<file path="src/rtl/vga_capture_if.sv">
// ---------------------------------------------------------------------------
// vga_capture_if
//
// Groups the two streams around the VGA capture block:
//   video in  : h_sync, v_sync (active-low), r, g, b (4 bits each)
//   pixel out : pix_valid, pix_x, pix_y, pix_data ({b, g, r}), frame_start
//
// Modports:
//   master : the video source / pixel consumer (drives sync + colour)
//   slave  : the capture block (samples video, drives the pixel stream)
//
// Handshake: the pixel stream is valid-only. A beat is transferred on every
// clock where pix_valid is high; there is no ready, so the consumer must take
// every beat. pix_x/pix_y/pix_data are meaningful only when pix_valid is high
// and hold their previous values otherwise. frame_start is a standalone
// one-clock pulse, not qualified by pix_valid.
// ---------------------------------------------------------------------------
interface vga_capture_if;
    logic        h_sync;
    logic        v_sync;
    logic [3:0]  r;
    logic [3:0]  g;
    logic [3:0]  b;

    logic        pix_valid;
    logic [9:0]  pix_x;
    logic [9:0]  pix_y;
    logic [11:0] pix_data;
    logic        frame_start;

    modport master (
        output h_sync, v_sync, r, g, b,
        input  pix_valid, pix_x, pix_y, pix_data, frame_start
    );

    modport slave (
        input  h_sync, v_sync, r, g, b,
        output pix_valid, pix_x, pix_y, pix_data, frame_start
    );
endinterface

</file>
<file path="src/rtl/vga_capture.sv">
// ---------------------------------------------------------------------------
// vga_capture
//
// Receive side of a VGA link. Samples active-low h_sync/v_sync and 4:4:4 RGB
// on the pixel clock, recovers pixel coordinates, measures line and frame
// periods against the nominal mode and declares lock after LOCK_FRAMES
// consecutive good frames. While locked, active pixels are emitted as a
// registered (x, y, colour, valid) stream; while unlocked nothing is valid.
//
// Ports:
//   clk_25_175 : pixel clock, all logic on the rising edge
//   reset      : asynchronous, active-low, clears all state
//   vid        : vga_capture_if.slave (video in, pixel stream out)
//   locked     : high while in the LOCKED state
//   h_period   : last measured line length in clocks (saturates at 2047)
//   v_period   : last measured frame length in lines (saturates at 1023)
//   err_count  : number of lock losses, saturates at 255
//   state_dbg  : current FSM state (SEARCH=0, MEASURE=1, LOCKED=2)
// ---------------------------------------------------------------------------
module vga_capture #(
    parameter int NATIVE_HRES   = 640,
    parameter int FRONT_PORCH_H = 16,
    parameter int SYNC_PULSE_H  = 96,
    parameter int BACK_PORCH_H  = 48,
    parameter int NATIVE_VRES   = 480,
    parameter int FRONT_PORCH_V = 10,
    parameter int SYNC_PULSE_V  = 2,
    parameter int BACK_PORCH_V  = 33,
    parameter int LOCK_FRAMES   = 2
) (
    input  logic        clk_25_175,
    input  logic        reset,
    vga_capture_if.slave vid,
    output logic        locked,
    output logic [10:0] h_period,
    output logic [9:0]  v_period,
    output logic [7:0]  err_count,
    output logic [1:0]  state_dbg
);

    localparam int H_TOTAL = NATIVE_HRES + FRONT_PORCH_H + SYNC_PULSE_H + BACK_PORCH_H;
    localparam int V_TOTAL = NATIVE_VRES + FRONT_PORCH_V + SYNC_PULSE_V + BACK_PORCH_V;

    localparam logic [11:0] H_TOTAL_W = 12'(H_TOTAL);
    localparam logic [10:0] V_TOTAL_W = 11'(V_TOTAL);
    localparam logic [10:0] H_OFS     = 11'(SYNC_PULSE_H + BACK_PORCH_H);
    localparam logic [9:0]  V_OFS     = 10'(SYNC_PULSE_V + BACK_PORCH_V);
    localparam logic [10:0] H_RES_W   = 11'(NATIVE_HRES);
    localparam logic [9:0]  V_RES_W   = 10'(NATIVE_VRES);
    localparam logic [3:0]  LOCK_N    = 4'(LOCK_FRAMES);

    typedef enum logic [1:0] {
        SEARCH  = 2'd0,
        MEASURE = 2'd1,
        LOCKED  = 2'd2
    } state_t;

    state_t      state;
    logic [3:0]  good_cnt;
    logic        frame_bad;

    // Input stage S1 plus one delayed copy of the syncs for edge detection.
    logic        hs_s1, vs_s1, hs_s2, vs_s2;
    logic [11:0] rgb_s1;

    logic [10:0] hcnt, hcnt_inc, hcnt_nxt;
    logic [9:0]  vcnt, vcnt_inc, vcnt_nxt;
    logic        hs_fall, vs_fall;
    logic        line_len_ok, frame_len_ok;
    logic        line_bad, frame_bad_now, frame_good_now, lock_loss;
    logic [10:0] x_ofs;
    logic [9:0]  y_ofs;
    logic        active;

    logic        pix_valid_q, frame_start_q;
    logic [9:0]  pix_x_q, pix_y_q;
    logic [11:0] pix_data_q;

    always_ff @(posedge clk_25_175 or negedge reset) begin
        if (!reset) begin
            hs_s1  <= 1'b0;
            vs_s1  <= 1'b0;
            hs_s2  <= 1'b0;
            vs_s2  <= 1'b0;
            rgb_s1 <= '0;
        end else begin
            hs_s1  <= vid.h_sync;
            vs_s1  <= vid.v_sync;
            hs_s2  <= hs_s1;
            vs_s2  <= vs_s1;
            rgb_s1 <= {vid.b, vid.g, vid.r};
        end
    end

    // hcnt holds the index of the previous S1 sample; hcnt_nxt is the index
    // of the sample currently in S1, so coordinates are taken from the *_nxt
    // values to stay aligned with rgb_s1.
    always_comb begin
        hs_fall        = hs_s2 & ~hs_s1;
        vs_fall        = vs_s2 & ~vs_s1;
        hcnt_inc       = (hcnt == 11'h7FF) ? hcnt : hcnt + 11'd1;
        vcnt_inc       = (vcnt == 10'h3FF) ? vcnt : vcnt + 10'd1;
        hcnt_nxt       = hs_fall ? 11'd0 : hcnt_inc;
        vcnt_nxt       = vs_fall ? 10'd0 : (hs_fall ? vcnt_inc : vcnt);
        line_len_ok    = ({1'b0, hcnt} + 12'd1) == H_TOTAL_W;
        frame_len_ok   = ({1'b0, vcnt} + 11'd1) == V_TOTAL_W;
        // The line ending on this edge belongs to the frame ending here too.
        line_bad       = hs_fall & ~line_len_ok;
        frame_bad_now  = vs_fall & (~frame_len_ok | frame_bad | line_bad);
        frame_good_now = vs_fall & ~frame_bad_now;
        lock_loss      = (state == LOCKED) & (line_bad | frame_bad_now);
        // Unsigned offsets: anything left of / above the active window wraps
        // to a large value and fails the compare.
        x_ofs          = hcnt_nxt - H_OFS;
        y_ofs          = vcnt_nxt - V_OFS;
        active         = (x_ofs < H_RES_W) && (y_ofs < V_RES_W);
    end

    always_ff @(posedge clk_25_175 or negedge reset) begin
        if (!reset) begin
            hcnt     <= '0;
            vcnt     <= '0;
            h_period <= '0;
            v_period <= '0;
        end else begin
            hcnt <= hcnt_nxt;
            vcnt <= vcnt_nxt;
            if (hs_fall) begin
                h_period <= hcnt_inc;
            end
            if (vs_fall) begin
                v_period <= vcnt_inc;
            end
        end
    end

    always_ff @(posedge clk_25_175 or negedge reset) begin
        if (!reset) begin
            state     <= SEARCH;
            good_cnt  <= '0;
            locked    <= 1'b0;
            err_count <= '0;
            frame_bad <= 1'b0;
        end else begin
            if (vs_fall) begin
                frame_bad <= 1'b0;
            end else if (line_bad) begin
                frame_bad <= 1'b1;
            end

            case (state)
                SEARCH: begin
                    if (vs_fall) begin
                        state    <= MEASURE;
                        good_cnt <= '0;
                    end
                end
                MEASURE: begin
                    if (frame_good_now) begin
                        if (good_cnt + 4'd1 == LOCK_N) begin
                            state    <= LOCKED;
                            locked   <= 1'b1;
                            good_cnt <= '0;
                        end else begin
                            good_cnt <= good_cnt + 4'd1;
                        end
                    end else if (line_bad || frame_bad_now) begin
                        good_cnt <= '0;
                    end
                end
                LOCKED: begin
                    if (lock_loss) begin
                        state    <= MEASURE;
                        locked   <= 1'b0;
                        good_cnt <= '0;
                        if (err_count != 8'hFF) begin
                            err_count <= err_count + 8'd1;
                        end
                    end
                end
                default: begin
                    state    <= SEARCH;
                    locked   <= 1'b0;
                    good_cnt <= '0;
                end
            endcase
        end
    end

    // Output register. pix_valid already excludes the cycle in which lock is
    // being lost so it drops together with locked.
    always_ff @(posedge clk_25_175 or negedge reset) begin
        if (!reset) begin
            pix_valid_q   <= 1'b0;
            pix_x_q       <= '0;
            pix_y_q       <= '0;
            pix_data_q    <= '0;
            frame_start_q <= 1'b0;
        end else begin
            pix_valid_q   <= (state == LOCKED) && !lock_loss && active;
            frame_start_q <= (state == LOCKED) && vs_fall;
            if ((state == LOCKED) && !lock_loss && active) begin
                pix_x_q    <= x_ofs[9:0];
                pix_y_q    <= y_ofs;
                pix_data_q <= rgb_s1;
            end
        end
    end

    assign vid.pix_valid   = pix_valid_q;
    assign vid.pix_x       = pix_x_q;
    assign vid.pix_y       = pix_y_q;
    assign vid.pix_data    = pix_data_q;
    assign vid.frame_start = frame_start_q;
    assign state_dbg       = state;

endmodule

</file>
<file path="src/flat_wrapper.sv">
// flat-port wrapper written by rule: the top's interface ports become plain ports
module vga_capture_flat 
#(
    parameter int NATIVE_HRES   = 640,
    parameter int FRONT_PORCH_H = 16,
    parameter int SYNC_PULSE_H  = 96,
    parameter int BACK_PORCH_H  = 48,
    parameter int NATIVE_VRES   = 480,
    parameter int FRONT_PORCH_V = 10,
    parameter int SYNC_PULSE_V  = 2,
    parameter int BACK_PORCH_V  = 33,
    parameter int LOCK_FRAMES   = 2
)
  (clk_25_175, reset, locked, h_period, v_period, err_count, state_dbg, vid_h_sync, vid_v_sync, vid_r, vid_g, vid_b, vid_pix_valid, vid_pix_x, vid_pix_y, vid_pix_data, vid_frame_start);
  vga_capture_if vid_i ();
  input  logic clk_25_175;
  input  logic reset;
  output logic locked;
  output logic [10:0] h_period;
  output logic [9:0] v_period;
  output logic [7:0] err_count;
  output logic [1:0] state_dbg;
  input wire logic [$bits(vid_i.h_sync)-1:0] vid_h_sync;
  input wire logic [$bits(vid_i.v_sync)-1:0] vid_v_sync;
  input wire logic [$bits(vid_i.r)-1:0] vid_r;
  input wire logic [$bits(vid_i.g)-1:0] vid_g;
  input wire logic [$bits(vid_i.b)-1:0] vid_b;
  output wire logic [$bits(vid_i.pix_valid)-1:0] vid_pix_valid;
  output wire logic [$bits(vid_i.pix_x)-1:0] vid_pix_x;
  output wire logic [$bits(vid_i.pix_y)-1:0] vid_pix_y;
  output wire logic [$bits(vid_i.pix_data)-1:0] vid_pix_data;
  output wire logic [$bits(vid_i.frame_start)-1:0] vid_frame_start;
  assign vid_i.h_sync = vid_h_sync;
  assign vid_i.v_sync = vid_v_sync;
  assign vid_i.r = vid_r;
  assign vid_i.g = vid_g;
  assign vid_i.b = vid_b;
  assign vid_pix_valid = vid_i.pix_valid;
  assign vid_pix_x = vid_i.pix_x;
  assign vid_pix_y = vid_i.pix_y;
  assign vid_pix_data = vid_i.pix_data;
  assign vid_frame_start = vid_i.frame_start;
  vga_capture #(.NATIVE_HRES(NATIVE_HRES), .FRONT_PORCH_H(FRONT_PORCH_H), .SYNC_PULSE_H(SYNC_PULSE_H), .BACK_PORCH_H(BACK_PORCH_H), .NATIVE_VRES(NATIVE_VRES), .FRONT_PORCH_V(FRONT_PORCH_V), .SYNC_PULSE_V(SYNC_PULSE_V), .BACK_PORCH_V(BACK_PORCH_V), .LOCK_FRAMES(LOCK_FRAMES)) u_core (.clk_25_175(clk_25_175), .reset(reset), .vid(vid_i), .locked(locked), .h_period(h_period), .v_period(v_period), .err_count(err_count), .state_dbg(state_dbg));
endmodule
</file>
<file path="config.mk">
export PLATFORM = sky130hd
export DESIGN_NAME = vga_capture_flat
export DESIGN_NICKNAME = d
export VERILOG_FILES = /design/src/rtl/vga_capture_if.sv /design/src/rtl/vga_capture.sv /design/src/flat_wrapper.sv
export SDC_FILE = /design/constraint.sdc
export NUM_CORES = 1
export LEC_CHECK = 0
export CORE_UTILIZATION = 59
export DETAILED_ROUTE_END_ITERATION = 10
export GPL_TIMING_DRIVEN = 0
export HOLD_SLACK_MARGIN = 0.15
export PLACE_DENSITY_LB_ADDON = 0.3
export SKIP_LAST_GASP = 1
export SLEW_MARGIN = 20
export SYNTH_ARGS = -nofsm -noshare
export SYNTH_HDL_FRONTEND = slang
export SYNTH_SLANG_ARGS = --single-unit
</file>
<file path="constraint.sdc">
create_clock -name clk_25_175 -period 7.5 [get_ports clk_25_175]
set_input_delay 1.5 -clock clk_25_175 [delete_from_list [all_inputs] [get_ports clk_25_175]]
set_output_delay 1.5 -clock clk_25_175 [all_outputs]
set_load 0.005 [all_outputs]
</file>
==> results, run 1 <==
- The core occupancy in the finished layout is 0.749.
- Buffers inserted to repair hold after CTS numbered 0.
- Dividing total power by cell area gives a power density of roughly 180 nW/um^2.
- Of the total power, the share spent switching nets is 0.299.
- The time the worst path needs with I/O delays and setup is 4600 ps.
- The final layout contains 622 nets.
- The internal portion of the total power is between 800 and 900 uW.
- The sum of overflow across all layers after global routing is 0.
- The final antenna-violating net count is 0.
- The slew at the pin with the worst max-slew slack is ~720 ps.
- For this block, the via count after detailed routing is around 4300.
- For this run, asynchronously set or reset flops after synthesis account for 1.00.
- Across every metal layer, demand over resource in global routing totals 0.284.
- The maximum VDD drop is 0.167 mV.
- For the final database, setup skew stands at around 15 ps.
- For this configuration, the core starts out at a cell density of 0.616.
- For hold timing, the worst endpoint is u_core.vs_s2.
- The number of standard cells in the layout, taps in and fillers out is ~710.
- The maximum buffer depth of the clock tree is 2.
- In the final layout, the share of cells above drive strength 1 is 0.129.
- The row count is 34.
- The total leakage power is 0.00301 uW.
- Measured against its own limit, the worst slew margin works out to 0.514.
- The first-pass GRT wire length is approximately 21000 um.
- The clock transition at the register clock pins on the worst setup and hold paths after CTS is 120 ps.
- The critical path launch point type is a register.
- From bottom edge to top edge, the die measures ~100 um.
- The total of fill cells in the finished design is roughly 600.
- The final cycle utilization of the critical path is 0.614.
- For this run, the register share of the synthesized area comes to 0.496.
- After legalization and detailed placement, the total HPWL measured between 9000 and 10000 um.
- The horizontal extent of the die is around 98 um.
- The number of DRC violations after detailed routing is 6.
- The cell count after synthesis came out at a little over 500.
- Max-cap violations in this run came to 0.
- The sum of negative setup slack is 0 ps.
- The capture point of the worst reg-to-reg path is u_core.vid.pix_x[3].
- At the end of routability-driven placement, the weighted congestion stood at a little over 0.9.
- The die covers approximately 9600 um^2.
- The number of diodes added for antenna fixing is 0.
- The total wirelength of the detailed-routed design is 13100 um.
- The starting DRC count in detailed routing is around 290.
- The type of the tightest min-delay check is register to register.
- Setup violations remaining at the end of the flow were counted as 0.
- Averaged over all synthesized cells, the footprint is 10.8 um^2.
- The proportion of power drawn by combinational gates is 0.147.
- The number of global-route vias before repair is around 4300.
- The data arrival time of the critical path is between 4000 and 5000 ps.
- Of the total power, the clock network draws 0.308.
- The mapped netlist covers 5450 um^2.
- In the final routed layout, each cell accounts on average for 18.5 um.
- The worst hold path depth is 0.
- The hold violation total from the final report is 0.
- The least setup slack across all paths after layout is ~2900 ps.
- The growth of design area from synthesis to finish is 21.7%.
- In this run the cell area measured after placement is about 6400 um^2.
- Summed over all nets, the switching power comes to around 350 uW.
- Counting every net in the synthesized netlist gives around 530.
- The launch point of the worst reg-to-reg path is u_core.hcnt[0].
- The number of cells on the worst reg-to-reg path is 15.
- The number of H-tree levels is 3.
- For flop-to-flop paths, the worst setup slack is 2900 ps.
- Once the clock tree was built, the resizer swapped 0 gates to a different size.
- TritonCTS built the clock tree.
- In this run the most critical hold path is launched from u_core.vs_s1.
- The maximum fanout count along the critical path is 10.
- Timing would allow up to between 0.2 and 0.25 GHz.
- The TritonCTS buffer count is 9.
- STA puts the critical path data required time at about 7800 ps.
- The synthesized design contains 0 enable-type register cells.
- The final instance area is between 6000 and 7000 um^2.
- The worst setup slack after placement is between 2000 and 3000 ps.
- The region available for standard cell placement spans about 8800 um^2.
- Synthesis instantiated 70 different standard cells from the library.
- The checks that failed: design-rule violations.
- The element type at the critical path end is a register.
- Buffers added to address setup during post-CTS repair amount to 0.
- CTS saw about 110 sinks.
- Setup repair after global routing left no endpoint under its margin.
- For this design the top-level I/O count stands at about 80.
- The number of detailed-routing iterations run before antenna repair is 8.
- Port buffering added 81 buffers.
- The most used flip-flop cell after synthesis is dfrtp_1.
- The most common cell after layout, fill and taps aside is dfrtp_1.
- The number of antenna violations at the first check in global routing was 0.
- In the layout the commonest cells are 108 x dfrtp_1, 80 x clkdlybuf4s50_1, 42 x nor2_1.
- The number of cells after detailed placement is between 600 and 700.
- The clock latency reported for the late side of the worst-skew pair is approximately 380 ps.
- The part of the total power dissipated in sequential elements is 0.545.
- The Yosys step of the flow raised 0 warnings.
- After synthesis the netlist holds a flip-flop and latch count of 108.
- The critical path class is register to register.
- Entering global routing, the biggest net connects between 60 and 70 pins.
- The root buffer cell chosen for the clock tree is clkbuf_8.
- After detailed routing, the number of vias per cell comes to slightly above 6.
- The max-slew violation count is 0.
- The run finished, with violations left.
[Yosys cell counts, types with 3 or more instances]
cell type    n  share of area
xnor2_1     15          0.024
a21o_1       3         0.0041
nor3_1      11          0.010
mux2_4      20          0.055
mux2_2       6          0.012
buf_4        4         0.0055
nor4_1       3         0.0034
nand2_1     38          0.026
nor2_1      42          0.029
dfrtp_1    108           0.50
nor2b_1      5         0.0057
buf_6        5          0.010
nor3b_1      4         0.0055
and4_1       5         0.0080
or3_1        3         0.0034
a31oi_1     14          0.016
clkbuf_1    10         0.0069
o21a_1       4         0.0055
a21oi_1     10         0.0092
and3_1       9          0.010
o21ai_0     25          0.023
and2_1       8         0.0092
buf_2        8         0.0074
xor2_1      11          0.018
a311oi_1     5         0.0080
nand4_1     11          0.013
ha_1         8          0.018
mux2i_1      8          0.015
nand3_1     17          0.016
nand2b_1     9          0.010
a211oi_1     3         0.0041
o211ai_1     5         0.0069
inv_1       21          0.014
[logic make-up after synthesis]
| kind of cell | share of synthesized area |
|---|---|
| buffers and inverters | 0.0526 |
| AOI/OAI and AO/OA | 0.149 |
| and+or+nand+nor | 0.158 |
| adders and majority gates | 0.0202 |
| xor gates and xnor gates | 0.0418 |
| DFF | 0.496 |
| muxes | 0.0822 |
[worst max-delay path, cell delays in order (launching register included)]
cell	delay, ps
dfrtp_1	450
ha_1	180
buf_2	220
nand4_1	140
nor3_1	620
o21ai_0	280
ha_1	340
a32o_1	240
a2111o_1	460
mux2i_1	160
a211oi_1	300
o2111ai_2	210
a211o_1	280
buf_6	140
buf_12	150
mux2_4	300
[area by class of cell]
class                   instances  area, um^2  area share
flip-flops and latches        108        2700       0.408
multi-input cells             346        2460       0.371
repair buffers                 82         840       0.127
plain buffers                  30         208      0.0313
well taps                     108         135      0.0204
clock buffers                   9         124      0.0187
clock inverters                 7        83.8      0.0126
inverters                      21        78.8      0.0119
[power groups by stage]
stage          sequential [uW]  clock, uW  combinational, uW
2_1_floorplan              642          0               90.9
3_3_place_gp               643          0                162
3_5_place_dp               646          0                169
4_1_cts                    635        366                170
5_1_grt                    639        387                188
6_report                   635        359                171
[worst max path at each step]
stage / end / start / cells past startpoint
2_1_floorplan: u_core.vid.pix_data[0] / u_core.hcnt[0] / 15
3_3_place_gp: u_core.rgb_s1[3] / reset / 1
3_5_place_dp: u_core.vid.pix_x[3] / u_core.hcnt[0] / 15
4_1_cts: u_core.vid.pix_x[3] / u_core.hcnt[0] / 15
5_1_grt: u_core.vid.pix_x[3] / u_core.hcnt[0] / 15
6_report: u_core.vid.pix_x[3] / u_core.hcnt[0] / 15
[metrics by stage]
stage	hold WS, ps	power (uW)
2_1_floorplan	366	733
3_3_place_gp	373	805
3_5_place_dp	391	815
4_1_cts	419	1170
5_1_grt	431	1210
6_report	414	1160
[registers in the layout, indices dropped and copies added, names as in the netlist]
register,cells
u_core.hcnt,11
u_core.v_period,10
u_core.frame_bad,1
u_core.vcnt,10
u_core.vid.frame_start,1
u_core.vid.pix_valid,1
u_core.vid.pix_x,10
u_core.h_period,11
u_core.vid.pix_data,12
u_core.good_cnt,4
u_core.vid.pix_y,10
u_core.err_count,8
u_core.vs_s1,1
u_core.hs_s2,1
u_core.state_dbg,2
u_core.rgb_s1,12
u_core.hs_s1,1
u_core.vs_s2,1
u_core.locked,1
[metal layers]
layer	share of wire	global-route usage	vias up	wire length [um]
li1	-	-	2007	-
met1	0.43	0.381	2109	5700
met2	0.48	0.461	161	6260
met3	0.064	0.0666	29	846
met4	0.025	0.0886	0	323
met5	0	0	-	0
Power figures use the tool's default switching activity.
==> run 2, diff against run 1 <==
- CORE_UTILIZATION: 59 -> 54
- clock period: 7.5 -> 4.7 ns (I/O delays scaled with it)
==> results, run 2 (synthesis gave the netlist of run 1 again) <==
- The total power consumption of the routed design is 1890 uW.
- The worst hold path belongs to the class input pin to async pin.
- Together, buffers and inverters on the worst path number 5.
- The clock group share of total power is 0.324.
- The filler cells instantiated in the layout total approximately 750.
- The most common cell after layout, fill and taps aside is dfrtp_1.
- The finished cells cover about 6700 um^2.
- For this design the total switching power over the nets is 540 uW.
- between 80 and 90 I/O pins were placed.
- Summing all multi-input logic gate instances after layout gives about 2500 um^2.
- The share of final-layout standard cells stronger than drive strength 1 is 0.131.
- In this run the cell area measured after placement is between 6000 and 7000 um^2.
- The end point of the critical path is u_core.vid.pix_x[6].
- Across all hold checks on the routed design, the worst slack comes to 400 ps.
- After the last flow step, the layout net total stands at 622.
- In this run the critical register-to-register path is launched from u_core.hcnt[0].
- The hold violation total from the final report is 0.
- Dividing total power by cell area gives a power density of around 280 nW/um^2.
- The starting DRC count in detailed routing is 220.
- The least setup slack across all paths after layout is about 250 ps.
- The average wire per cell in the routed design is 17.1 um.
- The clock arrives with 14.3 ps of skew.
- At the worst endpoint, the arrival time is roughly 4700 ps.
- In this run the tool buffered the top-level ports with 81 buffer cells.
- The tree built by TritonCTS fans out to between 100 and 150 sinks.
- Setup violations remaining at the end of the flow were counted as 0.
- The number of global-route vias before repair is between 4000 and 5000.
- The row count is 36.
- After clock tree synthesis, the clock-pin slew on the worst setup and hold paths is between 100 and 150 ps.
- Once layout is complete, the utilization of the core stands at 0.683.
- The number of diodes added for antenna fixing is 0.
- Across the run, the number of max-cap violations was 0.
- The horizontal extent of the die is approximately 100 um.
- Internal power comes to between 1000 and 1500 uW.
- Using the TritonRoute via totals, the vias-per-cell ratio works out to about 5.7.
- On the critical path the largest part of the delay comes from compound AO/OA/AOI/OAI gates.
- In the routed design, unresolved DRC markers number 0.
- The top cell types in the final layout, fill and taps aside, are 108 x dfrtp_1, 80 x clkdlybuf4s50_1, 42 x nor2_1.
- The clock passes through at most 2 buffers.
- The TritonCTS buffer count is 9.
- The flow ran to the end, and the final reports show no timing, DRC or antenna violations.
- The tree is rooted in a clkbuf_8.
- The highest clock frequency the design can meet is around 0.22 GHz.
- Among all stages on the critical path, the largest delay is contributed by a2111o_1.
- TritonCTS built the clock tree.
- Hold repair after CTS inserted 0 buffers.
- Setup repair after global routing left no endpoint under its margin.
- The core outline area is between 9000 and 10000 um^2.
- The largest net degree at the start of global routing is 84.
- For the pin with the worst max-slew slack, the measured transition is between 700 and 800 ps.
- The die extent in y is about 100 um.
- The final cycle utilization of the critical path is 0.947.
- The endpoint identified for the worst register-to-register timing path is u_core.vid.pix_x[6].
- Of all nets on the critical path, the largest fanout is 10.
- The worst setup slack after placement is ~150 ps.
- The number of detailed-routing iterations run before antenna repair is 4.
- The tightest slew margin relative to the limit is 0.530.
- The routability congestion estimate is 0.870.
- The number of antenna violations at the first check in global routing is 0.
- The total via count in the routed design is 4230.
- The critical path class is register to register.
- The max-slew violation count is 0.
- The total leakage power is about 0.003 uW.
- For this run, the total global-route usage over all layers was measured as 0.261.
- The signal on the critical path passes through ha_1 > buf_2 > and4_1 > buf_2 > buf_4 > o21ai_0 > nand3_1 > ha_1 > a32o_1 > a2111o_1 > mux2i_1 > a211oi_1 > o2111ai_2 > a211o_1 > buf_6 > buf_12 > mux2_4.
- The element type at the critical path end is a register.
- Relative to the synthesized area, the layout overhead comes to 22.6%.
- STA classifies the critical path startpoint as a register.
- The sum of overflow across all layers after global routing is 0.
- The fraction of power spent switching nets is 0.285.
- The first-pass GRT wire length is 20700 um.
- In this run the remaining antenna-violating nets after routing total 0.
- The slack of the worst reg-to-reg path is about 250 ps.
- In this run the number of cells on the critical path is 17.
- The estimated wirelength of the detail-placed design is a little under 9000 um.
- CTS built an H-tree with a depth of 3.
- For this block, the routed nets add up to between 10000 and 15000 um of wire.
- The required time of the critical path is 4980 ps.
- The number of cells on the worst reg-to-reg path is 17.
- The timing startpoint of the critical path is u_core.hcnt[0].
- The share of total power dissipated in combinational logic is 0.142.
- The time the worst path needs with I/O delays and setup is about 4400 ps.
- The initial utilization of the core area, before any placement, comes to 0.557.
- Of the total power, registers draw 0.535.
- The maximum VDD drop is roughly 0.18 mV.
- The clock reaches the later pin of the worst-skew pair after a little under 400 ps.
- The total die area is approximately 10000 um^2.
- The sequential cell area is 2700 um^2.
- The peak per-stage delay on the critical path is around 470 ps.
[run 2: cell count changes in the layout (fill, tap and decap cells not counted)]
cell,before,now
nor3_2,0,1
nor3_1,11,10
clkinvlp_4,0,1
bufinv_16,0,1
inv_8,0,2
clkinv_8,3,1
clkinv_4,2,0
[run 2: how the worst min path moves through the flow]
stage                          to    startpoint
2_1_floorplan        u_core.vs_s2  u_core.vs_s1
3_3_place_gp         u_core.vs_s2  u_core.vs_s1
3_5_place_dp         u_core.vs_s2  u_core.vs_s1
4_1_cts        u_core.v_period[5]         reset
5_1_grt        u_core.good_cnt[2]         reset
6_report       u_core.v_period[5]         reset
[run 2: through the flow]
step,setup TNS [ps],instances
finish,0,736
global route,0,736
CTS,0,736
detailed placement,0,720
global placement,-136450,719
floorplan,0,505
[run 2: per-layer routing]
metal / part of all wire / vias up / GRT usage
li1: - / 2017 / -
met1: 0.46 / 2071 / 0.361
met2: 0.47 / 123 / 0.407
met3: 0.050 / 19 / 0.0499
met4: 0.017 / 0 / 0.100
met5: 0 / - / 0
[run 2: cell type report]
class	instances	share of cell area
clock inverters	7	0.0141
flip-flops and latches	108	0.405
repair buffers	82	0.126
inverters	21	0.0118
clock buffers	9	0.0186
multi-input cells	346	0.369
plain buffers	30	0.0311
well taps	133	0.0249
[run 2: what timing repair did]
item,CTS,global route
endpoints found under the hold margin,0,0
endpoints found under the setup margin,0,29
gates resized for setup,0,1
setup buffers,0,0
[run 2: power groups by stage]
stage | combinational [uW] | clock (uW) | sequential, uW
6_report | 269 | 612 | 1010
3_3_place_gp | 259 | 0 | 1030
2_1_floorplan | 145 | 0 | 1020
4_1_cts | 269 | 629 | 1010
3_5_place_dp | 268 | 0 | 1030
5_1_grt | 299 | 664 | 1020
